**src/rtl/axi4lite_arbiter_if.sv**
```systemverilog
// AXI4-Lite master-side bundle used by the two-port arbiter.
// Only the channels the arbiter needs: AW, W, B, AR, R.
interface axi4lite_arbiter_if;
   logic [5:0]  awaddr;
   logic        awvalid;
   logic        awready;
   logic [31:0] wdata;
   logic        wvalid;
   logic        wready;
   logic [1:0]  bresp;
   logic        bvalid;
   logic        bready;
   logic [5:0]  araddr;
   logic        arvalid;
   logic        arready;
   logic [31:0] rdata;
   logic        rvalid;
   logic        rready;

   modport master (
      output awaddr, awvalid, wdata, wvalid, bready,
      output araddr, arvalid, rready,
      input  awready, wready, bresp, bvalid,
      input  arready, rdata, rvalid
   );

   modport slave (
      input  awaddr, awvalid, wdata, wvalid, bready,
      input  araddr, arvalid, rready,
      output awready, wready, bresp, bvalid,
      output arready, rdata, rvalid
   );
endinterface

```
**src/rtl/axi4lite_arbiter.sv**
```systemverilog
// Two-port round-robin arbiter feeding one AXI4-Lite master.
// One transaction in flight at a time; every output is registered.
module axi4lite_arbiter (
   input  logic               s_axi_aclk,
   input  logic               s_axi_aresetn,
   input  logic [1:0]         req_valid,
   input  logic [1:0]         req_we,
   input  logic [11:0]        req_addr,
   input  logic [63:0]        req_wdata,
   output logic [1:0]         req_done,
   output logic [31:0]        req_rdata,
   output logic [1:0]         req_resp,
   axi4lite_arbiter_if.master m_axi
);

   typedef enum logic [2:0] {
      IDLE,
      WADDR,
      WRESP,
      RADDR,
      RDATA,
      DONE
   } state_t;

   state_t      state;
   logic        last_grant;
   logic        grant;
   logic        aw_done;
   logic        w_done;

   logic        pick;
   logic        pick_we;
   logic [5:0]  pick_addr;
   logic [31:0] pick_wdata;

   logic        aw_hs;
   logic        w_hs;
   logic        b_hs;
   logic        ar_hs;
   logic        r_hs;
   logic        aw_ok;
   logic        w_ok;

   // Contention goes to whoever was not served last.
   always_comb begin
      pick = 1'b0;
      unique case (1'b1)
         (req_valid == 2'b11): pick = ~last_grant;
         (req_valid == 2'b10): pick = 1'b1;
         default:              pick = 1'b0;
      endcase
   end

   assign pick_we    = req_we[pick];
   assign pick_addr  = pick ? req_addr[11:6]
                          : req_addr[5:0];
   assign pick_wdata = pick ? req_wdata[63:32]
                          : req_wdata[31:0];

   assign aw_hs = m_axi.awvalid & m_axi.awready;
   assign w_hs  = m_axi.wvalid  & m_axi.wready;
   assign b_hs  = m_axi.bvalid  & m_axi.bready;
   assign ar_hs = m_axi.arvalid & m_axi.arready;
   assign r_hs  = m_axi.rvalid  & m_axi.rready;

   // AW and W finish independently; either may land first.
   assign aw_ok = aw_done | aw_hs;
   assign w_ok  = w_done  | w_hs;

   always_ff @(posedge s_axi_aclk or negedge s_axi_aresetn) begin
      if (!s_axi_aresetn) begin
         state         <= IDLE;
         last_grant    <= 1'b1;
         grant         <= 1'b0;
         aw_done       <= 1'b0;
         w_done        <= 1'b0;
         m_axi.awaddr  <= '0;
         m_axi.awvalid <= 1'b0;
         m_axi.wdata   <= '0;
         m_axi.wvalid  <= 1'b0;
         m_axi.bready  <= 1'b0;
         m_axi.araddr  <= '0;
         m_axi.arvalid <= 1'b0;
         m_axi.rready  <= 1'b0;
         req_done      <= '0;
         req_rdata     <= '0;
         req_resp      <= '0;
      end else begin
         req_done <= '0;
         unique case (state)
            IDLE: begin
               if (|req_valid) begin
                  grant      <= pick;
                  last_grant <= pick;
                  aw_done    <= 1'b0;
                  w_done     <= 1'b0;
                  if (pick_we) begin
                     m_axi.awaddr  <= pick_addr;
                     m_axi.wdata   <= pick_wdata;
                     m_axi.awvalid <= 1'b1;
                     m_axi.wvalid  <= 1'b1;
                     state         <= WADDR;
                  end else begin
                     m_axi.araddr  <= pick_addr;
                     m_axi.arvalid <= 1'b1;
                     state         <= RADDR;
                  end
               end
            end
            WADDR: begin
               if (aw_hs) begin
                  m_axi.awvalid <= 1'b0;
                  aw_done       <= 1'b1;
               end
               if (w_hs) begin
                  m_axi.wvalid <= 1'b0;
                  w_done       <= 1'b1;
               end
               if (aw_ok && w_ok) begin
                  m_axi.bready <= 1'b1;
                  state        <= WRESP;
               end
            end
            WRESP: begin
               if (b_hs) begin
                  m_axi.bready <= 1'b0;
                  req_resp     <= m_axi.bresp;
                  req_done     <= grant ? 2'b10 : 2'b01;
                  state        <= DONE;
               end
            end
            RADDR: begin
               if (ar_hs) begin
                  m_axi.arvalid <= 1'b0;
                  m_axi.rready  <= 1'b1;
                  state         <= RDATA;
               end
            end
            RDATA: begin
               if (r_hs) begin
                  m_axi.rready <= 1'b0;
                  req_rdata    <= m_axi.rdata;
                  req_resp     <= 2'b00;
                  req_done     <= grant ? 2'b10 : 2'b01;
                  state        <= DONE;
               end
            end
            DONE: begin
               // Requests are not looked at here; IDLE picks next cycle.
               state <= IDLE;
            end
            default: begin
               state <= IDLE;
            end
         endcase
      end
   end

endmodule

```
**src/flat_wrapper.sv**
```systemverilog
// flat-port wrapper written by rule: the top's interface ports become plain ports
module axi4lite_arbiter_flat 
  (s_axi_aclk, s_axi_aresetn, req_valid, req_we, req_addr, req_wdata, req_done, req_rdata, req_resp, m_axi_awaddr, m_axi_awvalid, m_axi_wdata, m_axi_wvalid, m_axi_bready, m_axi_araddr, m_axi_arvalid, m_axi_rready, m_axi_awready, m_axi_wready, m_axi_bresp, m_axi_bvalid, m_axi_arready, m_axi_rdata, m_axi_rvalid);
  axi4lite_arbiter_if m_axi_i ();
  input  logic s_axi_aclk;
  input  logic s_axi_aresetn;
  input  logic [1:0] req_valid;
  input  logic [1:0] req_we;
  input  logic [11:0] req_addr;
  input  logic [63:0] req_wdata;
  output logic [1:0] req_done;
  output logic [31:0] req_rdata;
  output logic [1:0] req_resp;
  output wire logic [$bits(m_axi_i.awaddr)-1:0] m_axi_awaddr;
  output wire logic [$bits(m_axi_i.awvalid)-1:0] m_axi_awvalid;
  output wire logic [$bits(m_axi_i.wdata)-1:0] m_axi_wdata;
  output wire logic [$bits(m_axi_i.wvalid)-1:0] m_axi_wvalid;
  output wire logic [$bits(m_axi_i.bready)-1:0] m_axi_bready;
  output wire logic [$bits(m_axi_i.araddr)-1:0] m_axi_araddr;
  output wire logic [$bits(m_axi_i.arvalid)-1:0] m_axi_arvalid;
  output wire logic [$bits(m_axi_i.rready)-1:0] m_axi_rready;
  input wire logic [$bits(m_axi_i.awready)-1:0] m_axi_awready;
  input wire logic [$bits(m_axi_i.wready)-1:0] m_axi_wready;
  input wire logic [$bits(m_axi_i.bresp)-1:0] m_axi_bresp;
  input wire logic [$bits(m_axi_i.bvalid)-1:0] m_axi_bvalid;
  input wire logic [$bits(m_axi_i.arready)-1:0] m_axi_arready;
  input wire logic [$bits(m_axi_i.rdata)-1:0] m_axi_rdata;
  input wire logic [$bits(m_axi_i.rvalid)-1:0] m_axi_rvalid;
  assign m_axi_awaddr = m_axi_i.awaddr;
  assign m_axi_awvalid = m_axi_i.awvalid;
  assign m_axi_wdata = m_axi_i.wdata;
  assign m_axi_wvalid = m_axi_i.wvalid;
  assign m_axi_bready = m_axi_i.bready;
  assign m_axi_araddr = m_axi_i.araddr;
  assign m_axi_arvalid = m_axi_i.arvalid;
  assign m_axi_rready = m_axi_i.rready;
  assign m_axi_i.awready = m_axi_awready;
  assign m_axi_i.wready = m_axi_wready;
  assign m_axi_i.bresp = m_axi_bresp;
  assign m_axi_i.bvalid = m_axi_bvalid;
  assign m_axi_i.arready = m_axi_arready;
  assign m_axi_i.rdata = m_axi_rdata;
  assign m_axi_i.rvalid = m_axi_rvalid;
  axi4lite_arbiter u_core (.s_axi_aclk(s_axi_aclk), .s_axi_aresetn(s_axi_aresetn), .req_valid(req_valid), .req_we(req_we), .req_addr(req_addr), .req_wdata(req_wdata), .req_done(req_done), .req_rdata(req_rdata), .req_resp(req_resp), .m_axi(m_axi_i));
endmodule
```
**config.mk**
```make
export PLATFORM = sky130hd
export DESIGN_NAME = axi4lite_arbiter_flat
export DESIGN_NICKNAME = d
export VERILOG_FILES = /design/src/rtl/axi4lite_arbiter_if.sv /design/src/rtl/axi4lite_arbiter.sv /design/src/flat_wrapper.sv
export SDC_FILE = /design/constraint.sdc
export NUM_CORES = 1
export LEC_CHECK = 0
export ABC_AREA = 1
export BUFFER_PORTS_ARGS = -buffer_cell sky130_fd_sc_hd__buf_2
export CAP_MARGIN = 20
export CORE_MARGIN = 4
export CORE_UTILIZATION = 50
export CTS_BUF_LIST = sky130_fd_sc_hd__clkbuf_16
export CTS_CLUSTER_DIAMETER = 100
export DETAILED_ROUTE_END_ITERATION = 8
export GPL_ROUTABILITY_DRIVEN = 1
export HOLD_SLACK_MARGIN = 0.03
export MAX_ROUTING_LAYER = met4
export PLACE_DENSITY = 0.95
export SLEW_MARGIN = 20
export SYNTH_ARGS = -nofsm -noshare
export SYNTH_HDL_FRONTEND = slang
export SYNTH_SLANG_ARGS = --single-unit
```
**constraint.sdc**
```tcl
create_clock -name s_axi_aclk -period 3.6 [get_ports s_axi_aclk]
set_input_delay 0.18 -clock s_axi_aclk [delete_from_list [all_inputs] [get_ports s_axi_aclk]]
set_output_delay 0.18 -clock s_axi_aclk [all_outputs]
set_load 0.02 [all_outputs]
```
==> results of run 1 <==
==> cells in the final DEF (no fill, tap or decap), drive strengths merged <==
cell type | Yosys | layout
o21ai | 8 | 8
clkinv | 0 | 3
dfstp | 1 | 1
a21oi | 2 | 2
nand2 | 394 | 394
bufinv | 0 | 1
clkbuf | 3 | 9
nor2 | 11 | 11
buf | 20 | 208
nand3 | 12 | 12
nor3 | 2 | 2
clkinvlp | 0 | 1
dfrtp | 91 | 91
inv | 17 | 19
dlygate4sd3 | 0 | 1
==> kinds of logic after synthesis <==
group                  after synthesis
AO/OA/AOI/OAI                       10
AND/OR/NAND/NOR                    419
buffers and inverters               40
flip-flops                          92
==> area by class of cell <==
| cell class | count | area, sq um | area share |
|---|---|---|---|
| multi-input combinational | 429 | 1680 | 0.304 |
| sequential | 92 | 2300 | 0.417 |
| tap | 105 | 131 | 0.0238 |
| timing repair buffer | 209 | 1060 | 0.192 |
| inverter | 17 | 63.8 | 0.0116 |
| clock buffer | 9 | 225 | 0.0408 |
| clock inverter | 7 | 61.3 | 0.0111 |
==> layer usage <==
| metal | vias to the layer above | part of all wire | GRT usage |
|---|---|---|---|
| met2 | 187 | 0.47 | 0.367 |
| met3 | 16 | 0.094 | 0.0491 |
| li1 | 2084 | - | - |
| met1 | 1812 | 0.42 | 0.295 |
| met5 | - | 0 | - |
| met4 | 0 | 0.018 | 0.0735 |
==> metrics by stage <==
| step | total power, uW | hold slack (ns) | std cells |
|---|---|---|---|
| after global routing | 2200 | 0.0532 | 868 |
| final | 2100 | 0.0493 | 868 |
| after detailed placement | 1220 | 0.367 | 851 |
| after global placement | 1220 | 0.353 | 851 |
| after floorplan | 1120 | -0.116 | 561 |
| after CTS | 2120 | 0.0413 | 868 |
==> state kept, by name, indices dropped and copies added, names as in the netlist, 2 cells and up <==
name,cells
u_core.req_resp,2
u_core.req_done,2
u_core.m_axi.wdata,32
u_core.req_rdata,32
u_core.m_axi.araddr,6
u_core.m_axi.awaddr,6
u_core.state,3
==> worst max path at each step <==
stage / cells past startpoint / from / endpoint / slack, ns
after detailed placement: 11 / u_core.last_grant / u_core.m_axi.wdata[27] / 1.16
after CTS: 11 / u_core.last_grant / u_core.m_axi.wdata[27] / 1.14
final: 6 / u_core.last_grant / u_core.grant / 1.0
after floorplan: 10 / u_core.last_grant / u_core.m_axi.awaddr[0] / 2.24
after global placement: 8 / u_core.state[0] / u_core.req_resp[1] / 1.22
after global routing: 8 / u_core.last_grant / u_core.m_axi.awaddr[2] / 0.77
==> report_power, final <==
| part | internal (uW) | switching, uW | total, uW |
|---|---|---|---|
| Clock | 529 | 368 | 897 |
| Sequential | 1040 | 3.67 | 1040 |
| Combinational | 70.0 | 88.1 | 158 |
| Total | 1640 | 460 | 2100 |
==> worst max-delay path: stages (launching register included) <==
cell and delay (ns):
sky130_fd_sc_hd__dfstp_2 0.53, sky130_fd_sc_hd__nand2_1 0.07, sky130_fd_sc_hd__nand2_1 0.08, sky130_fd_sc_hd__buf_4 0.35, sky130_fd_sc_hd__clkinv_1 0.90, sky130_fd_sc_hd__nand2_1 0.38
sky130_fd_sc_hd__o21ai_0 0.14
==> impl_metrics.yaml, run 1 <==
status:
  run_status: "completed"
synthesis:
  synthesized_area_fraction_occupied_by_ao_oa_aoi_and_oai_cells: 0.0138
  synth_area_leader_cell: "sky130_fd_sc_hd__dfrtp_1"
  synth-warning-count: 0
  synth_top_area_share: 0.545
  synthesis.area_per_instance_sq_um: 7.44
  synthTopCellsByCount: "sky130_fd_sc_hd__nand2_1, sky130_fd_sc_hd__dfrtp_1, sky130_fd_sc_hd__buf_2, sky130_fd_sc_hd__inv_1, sky130_fd_sc_hd__nand3_1"
  mappedNetlistArea_sq_um: 4180
  post_synth_top_flop: "sky130_fd_sc_hd__dfrtp_1"
  syn_inst: 561
  yosys.cell_count.top_type: "sky130_fd_sc_hd__nand2_1"
  ys_top_cells_by_area: "sky130_fd_sc_hd__dfrtp_1, sky130_fd_sc_hd__nand2_1, sky130_fd_sc_hd__buf_2"
  synthAdderAreaFrac: 0
  post_synth_mux_area_share: 0
  synth_top_family_by_area: "simple AND/OR/NAND/NOR gates"
  synth_xor_area_frac: 0
  total_of_flip_flops_plus_latches_after_synthesis: 92
  synth-edff-count: 0
  postSynth.asyncResetShare: 1.00
  post_synth_num_cell_types: 17
  postSynthNetCount: 682
  synth_simple_gate_area_share: 0.388
  yosysSeqAreaShare: 0.552
worst_setup_path:
  worst-setup-path-type: "register to register"
  worst-endpoint-required_ns: 3.79
  worst_ep_arrival_time_ns: 2.79
  worst_reg2reg_path_depth: 6
  r2r_setup_slack_ns: 1.0
  worstSetupStartpointType: "register"
  worstReg2RegEnd: "u_core.grant"
  crit_fanout: 40
  worst_r2r_startpoint: "u_core.last_grant"
  crit_path_end_kind: "register"
hold_path:
  worst_hold_path_type: "input pin to register"
  min-delay-start: "m_axi_rdata[9]"
  hold_depth: 3
  hold_path_end: "u_core.req_rdata[9]"
finish:
  antenna_cells: 0
  nNetsFinal: 879
  number_of_fill_cells_in_the_layout: 696
  utilization: 0.676
  post_route_cells_drive_above_1_share: 0.307
  area_growth_from_synthesis_to_final_layout_pct: 32.3
  finish.instance_area_sq_um: 5520
timing:
  layout_min_cycle_time_ns: 2.60
  rsz0062_at_grt: "false"
  slew_headroom: 0.320
  layout_setup_ws_ns: 0.999
  fmaxAchievable_mhz: 384
  fin_skew_ns: 0.0119
  tightestPinTransition_ns: 1.01
  finalSetupViolations: 0
  layout_worst_path_cycle_share: 0.723
  totalNegativeSetupSlack_ns: 0
  report.final.hold_viol_count: 0
  count_of_final_max_slew_check_failures: 0
global_routing:
  antenna_violations_before_repair: 0
  maximum_number_of_pins_on_one_net_before_global_route_repair: 74
  grt_first_pass_wirelength_um: 17800
  grt.overflow.total: 0
  vias_in_the_first_global_route: 3818
  global_route.usage.total: 0.230
placement:
  post_dp_cell_area_sq_um: 5230
  gp_congestion: 0.868
  dp_hpwl_um: 8300
  place_worst_setup_slack_ns: 1.16
  numPortBuffers: 205
run:
  maxCapViolCount: 0
detailed_routing:
  number_of_drc_violations_after_detailed_routing_iteration_0: 144
  post-route-drc-count: 0
  ant_nets: 0
  detail_route.vias_per_cell: 4.72
  routedWlPerCell_um: 12.6
  dr_total_vias: 4099
  detail_route.first_pass.iterations: 5
  final_wirelength_um: 10900
floorplanning:
  die_width_um: 99.4
  dieHeight_um: 99.4
  io_pins: 206
  row_count: 33
  area_enclosed_by_the_die_boundary_sq_um: 9880
  core_area_sq_um: 8180
  starting_utilization_of_the_core_area: 0.511
clock_network:
  clkLatencyLatePin_ns: 0.33
  clockRootBuffer: "sky130_fd_sc_hd__clkbuf_16"
  clock_sinks: 92
  ctsHtreeMaxLevel: 3
  clk_pin_slew_worst_paths_ns: 0.07
  numCtsBuffers: 9
  tritoncts: "yes"
  clk_path_buf_depth: 2
  postCtsSetupBuffers: 0
  cts_resized: 0
  postCtsHoldBufs: 1
power_and_ir_drop:
  vdd_drop_max_v: 0.000260
  p_per_area_nw_per_um2: 380
  power.leakage_uw: 0.00362
Power figures use the tool's default switching activity.
==> run 2, diff against run 1 <==
- CORE_UTILIZATION: 50 -> 42
- PLACE_DENSITY: 0.95 -> 0.86
- clock period: 3.6 -> 2.1 ns (I/O delays scaled with it)
==> run 2 against run 1 <==
Compared with the run above:
- critical path depth grew 2
- register-to-register slack got worse by 0.60 ns
- flip-flop and latch count unchanged
- clock power rose by 72%
- via count increased by 4.6%
- largest power group unchanged
==> impl_metrics.yaml, run 2 (synthesis results as in run 1) <==
timing:
  layout_min_cycle_time_ns: 1.70
  report.final.hold_viol_count: 0
  finalSetupViolations: 0
  layout_worst_path_cycle_share: 0.808
  slew_headroom: 0.628
  tightestPinTransition_ns: 0.558
  rsz0062_at_grt: "false"
  fin_skew_ns: 0.0121
  totalNegativeSetupSlack_ns: 0
  count_of_final_max_slew_check_failures: 0
  timing.hold.ws_ns: 0.0580
  fmaxAchievable_mhz: 589
global_routing:
  grt.overflow.total: 0
  grt_first_pass_wirelength_um: 20200
  maximum_number_of_pins_on_one_net_before_global_route_repair: 51
  vias_in_the_first_global_route: 4238
  global_route.usage.total: 0.224
  antenna_violations_before_repair: 0
power_and_ir_drop:
  vdd_drop_max_v: 0.000329
  switching_power_uw: 810
  clock_power_share: 0.420
  power_switching_share: 0.221
  p_per_area_nw_per_um2: 617
  combinational_share_of_power: 0.091
  cell_internal_pwr_uw: 2850
  power.leakage_uw: 0.00379
  power.sequential.fraction: 0.489
worst_setup_path:
  slowest_stage: "sky130_fd_sc_hd__dfrtp_1"
  path_common_cell: "sky130_fd_sc_hd__nand2_1"
  crit_fanout: 33
  worst-setup-path-type: "register to register"
  max_stage_delay_ns: 0.53
  worstSetupStartpointType: "register"
  worst_r2r_startpoint: "u_core.state[0]"
  crit_path_end_kind: "register"
  worst-endpoint-required_ns: 2.36
  startpoint: "u_core.state[0]"
  path_cells: "nor2_2 > nand2_1 > nor2_4 > inv_2 > o21ai_2 > inv_2 > nand2_1 > nand2_1"
  worst_ep_arrival_time_ns: 1.96
clock_network:
  clockRootBuffer: "sky130_fd_sc_hd__clkbuf_16"
  cts_resized: 0
  clk_pin_slew_worst_paths_ns: 0.06
  clkLatencyLatePin_ns: 0.33
  ctsHtreeMaxLevel: 3
  clk_path_buf_depth: 2
  postCtsSetupBuffers: 0
  tritoncts: "yes"
  numCtsBuffers: 9
  clock_sinks: 92
floorplanning:
  starting_utilization_of_the_core_area: 0.429
  die_width_um: 108
  io_pins: 206
  area_enclosed_by_the_die_boundary_sq_um: 11600
  row_count: 36
  dieHeight_um: 108
  core_area_sq_um: 9730
detailed_routing:
  detail_route.first_pass.iterations: 4
  dr_total_vias: 4288
  detail_route.vias_per_cell: 4.60
  routedWlPerCell_um: 13.3
  number_of_drc_violations_after_detailed_routing_iteration_0: 253
  post-route-drc-count: 0
  final_wirelength_um: 12400
  ant_nets: 0
placement:
  placed_cells_incl_taps: 882
  gp_congestion: 0.821
  numPortBuffers: 205
  dp_hpwl_um: 8730
status:
  run_status: "completed"
finish:
  post_route_cells_drive_above_1_share: 0.296
  area_growth_from_synthesis_to_final_layout_pct: 42.0
  biggestRegsByFlops: "u_core.m_axi.wdata x32, u_core.req_rdata x32"
  mostFrequentLayoutCells: "sky130_fd_sc_hd__nand2_1, sky130_fd_sc_hd__buf_2, sky130_fd_sc_hd__dfrtp_1"
  nNetsFinal: 916
  number_of_fill_cells_in_the_layout: 857
  antenna_cells: 0
  most_common_library_cell_in_the_layout_ignoring_fill_and_taps: "sky130_fd_sc_hd__nand2_1"
  instances_no_fill: 933
hold_path:
  min-delay-start: "m_axi_awready"
  worst_hold_path_type: "input pin to register"
run:
  maxCapViolCount: 0
[run 2: cell count changes in the layout (fill, tap and decap cells not counted)]
cell and delta:
sky130_fd_sc_hd__inv_1 +2, sky130_fd_sc_hd__clkinvlp_4 -1, sky130_fd_sc_hd__buf_12 +1, sky130_fd_sc_hd__clkinv_1 -2, sky130_fd_sc_hd__buf_4 +2, sky130_fd_sc_hd__clkinv_4 -1, sky130_fd_sc_hd__clkinv_2 +2, sky130_fd_sc_hd__dlygate4sd3_1 +34
[run 2: stage by stage]
step,util,area (sq um),total power [uW],setup WS (ns)
after detailed placement,0.544,5300,2110,0.405
final,0.609,5930,3660,0.403
after global routing,0.609,5930,3820,0.227
after CTS,0.609,5930,3700,0.387
after global placement,0.544,5300,2100,0.428
after floorplan,-,4180,1920,0.743
[run 2: worst paths after layout]
| check | to | slack, ns | cells past startpoint |
|---|---|---|---|
| min in group asynchronous | u_core.req_rdata[25] | 0.32 | 2 |
| max | u_core.req_resp[0] | 0.40 | 8 |
| min reg2reg | u_core.req_done[0] | 0.42 | 1 |
| min | u_core.aw_done | 0.06 | 3 |
| max in group asynchronous | u_core.last_grant | 1.09 | 3 |
| max reg2reg | u_core.req_resp[0] | 0.40 | 8 |
[run 2: per-layer routing]
metal	GRT usage	wire [um]	vias up
met2	0.372	5960	186
met4	0.0595	125	0
met1	0.279	5280	1935
li1	-	-	2156
met5	-	0	-
met3	0.0498	1000	11
[run 2: final cells by class]
cell class                      count  area (sq um)  area share
Clock inverter                      7          55.1     0.00929
Tap cell                          133           166      0.0281
Inverter                           17          63.8      0.0108
Clock buffer                        9           225      0.0380
Timing Repair Buffer              246          1440       0.242
Sequential cell                    92          2300       0.389
Multi-Input combinational cell    429          1680       0.283
[run 2: critical path: cells and delay by family (launching register included)]
| family | cells | cell delay [ns] |
|---|---|---|
| buffers and inverters | 2 | 0.52 |
| flip-flops | 1 | 0.53 |
| AO/OA/AOI/OAI | 1 | 0.16 |
| AND/OR/NAND/NOR | 5 | 0.42 |
[run 2: power groups by stage]
stage          clock network, uW  registers, uW  logic, uW
2_1_floorplan                  0           1830       88.8
5_1_grt                     1660           1790        377
6_report                    1540           1790        334
3_5_place_dp                   0           1820        285
3_3_place_gp                   0           1820        281
4_1_cts                     1570           1790        336
[run 2: repair_timing]
action | 4_1_cts | 5_1_grt
endpoints found under the setup margin | 0 | 0
hold endpoints to repair | 76 | 0
hold buffers | 35 | 0
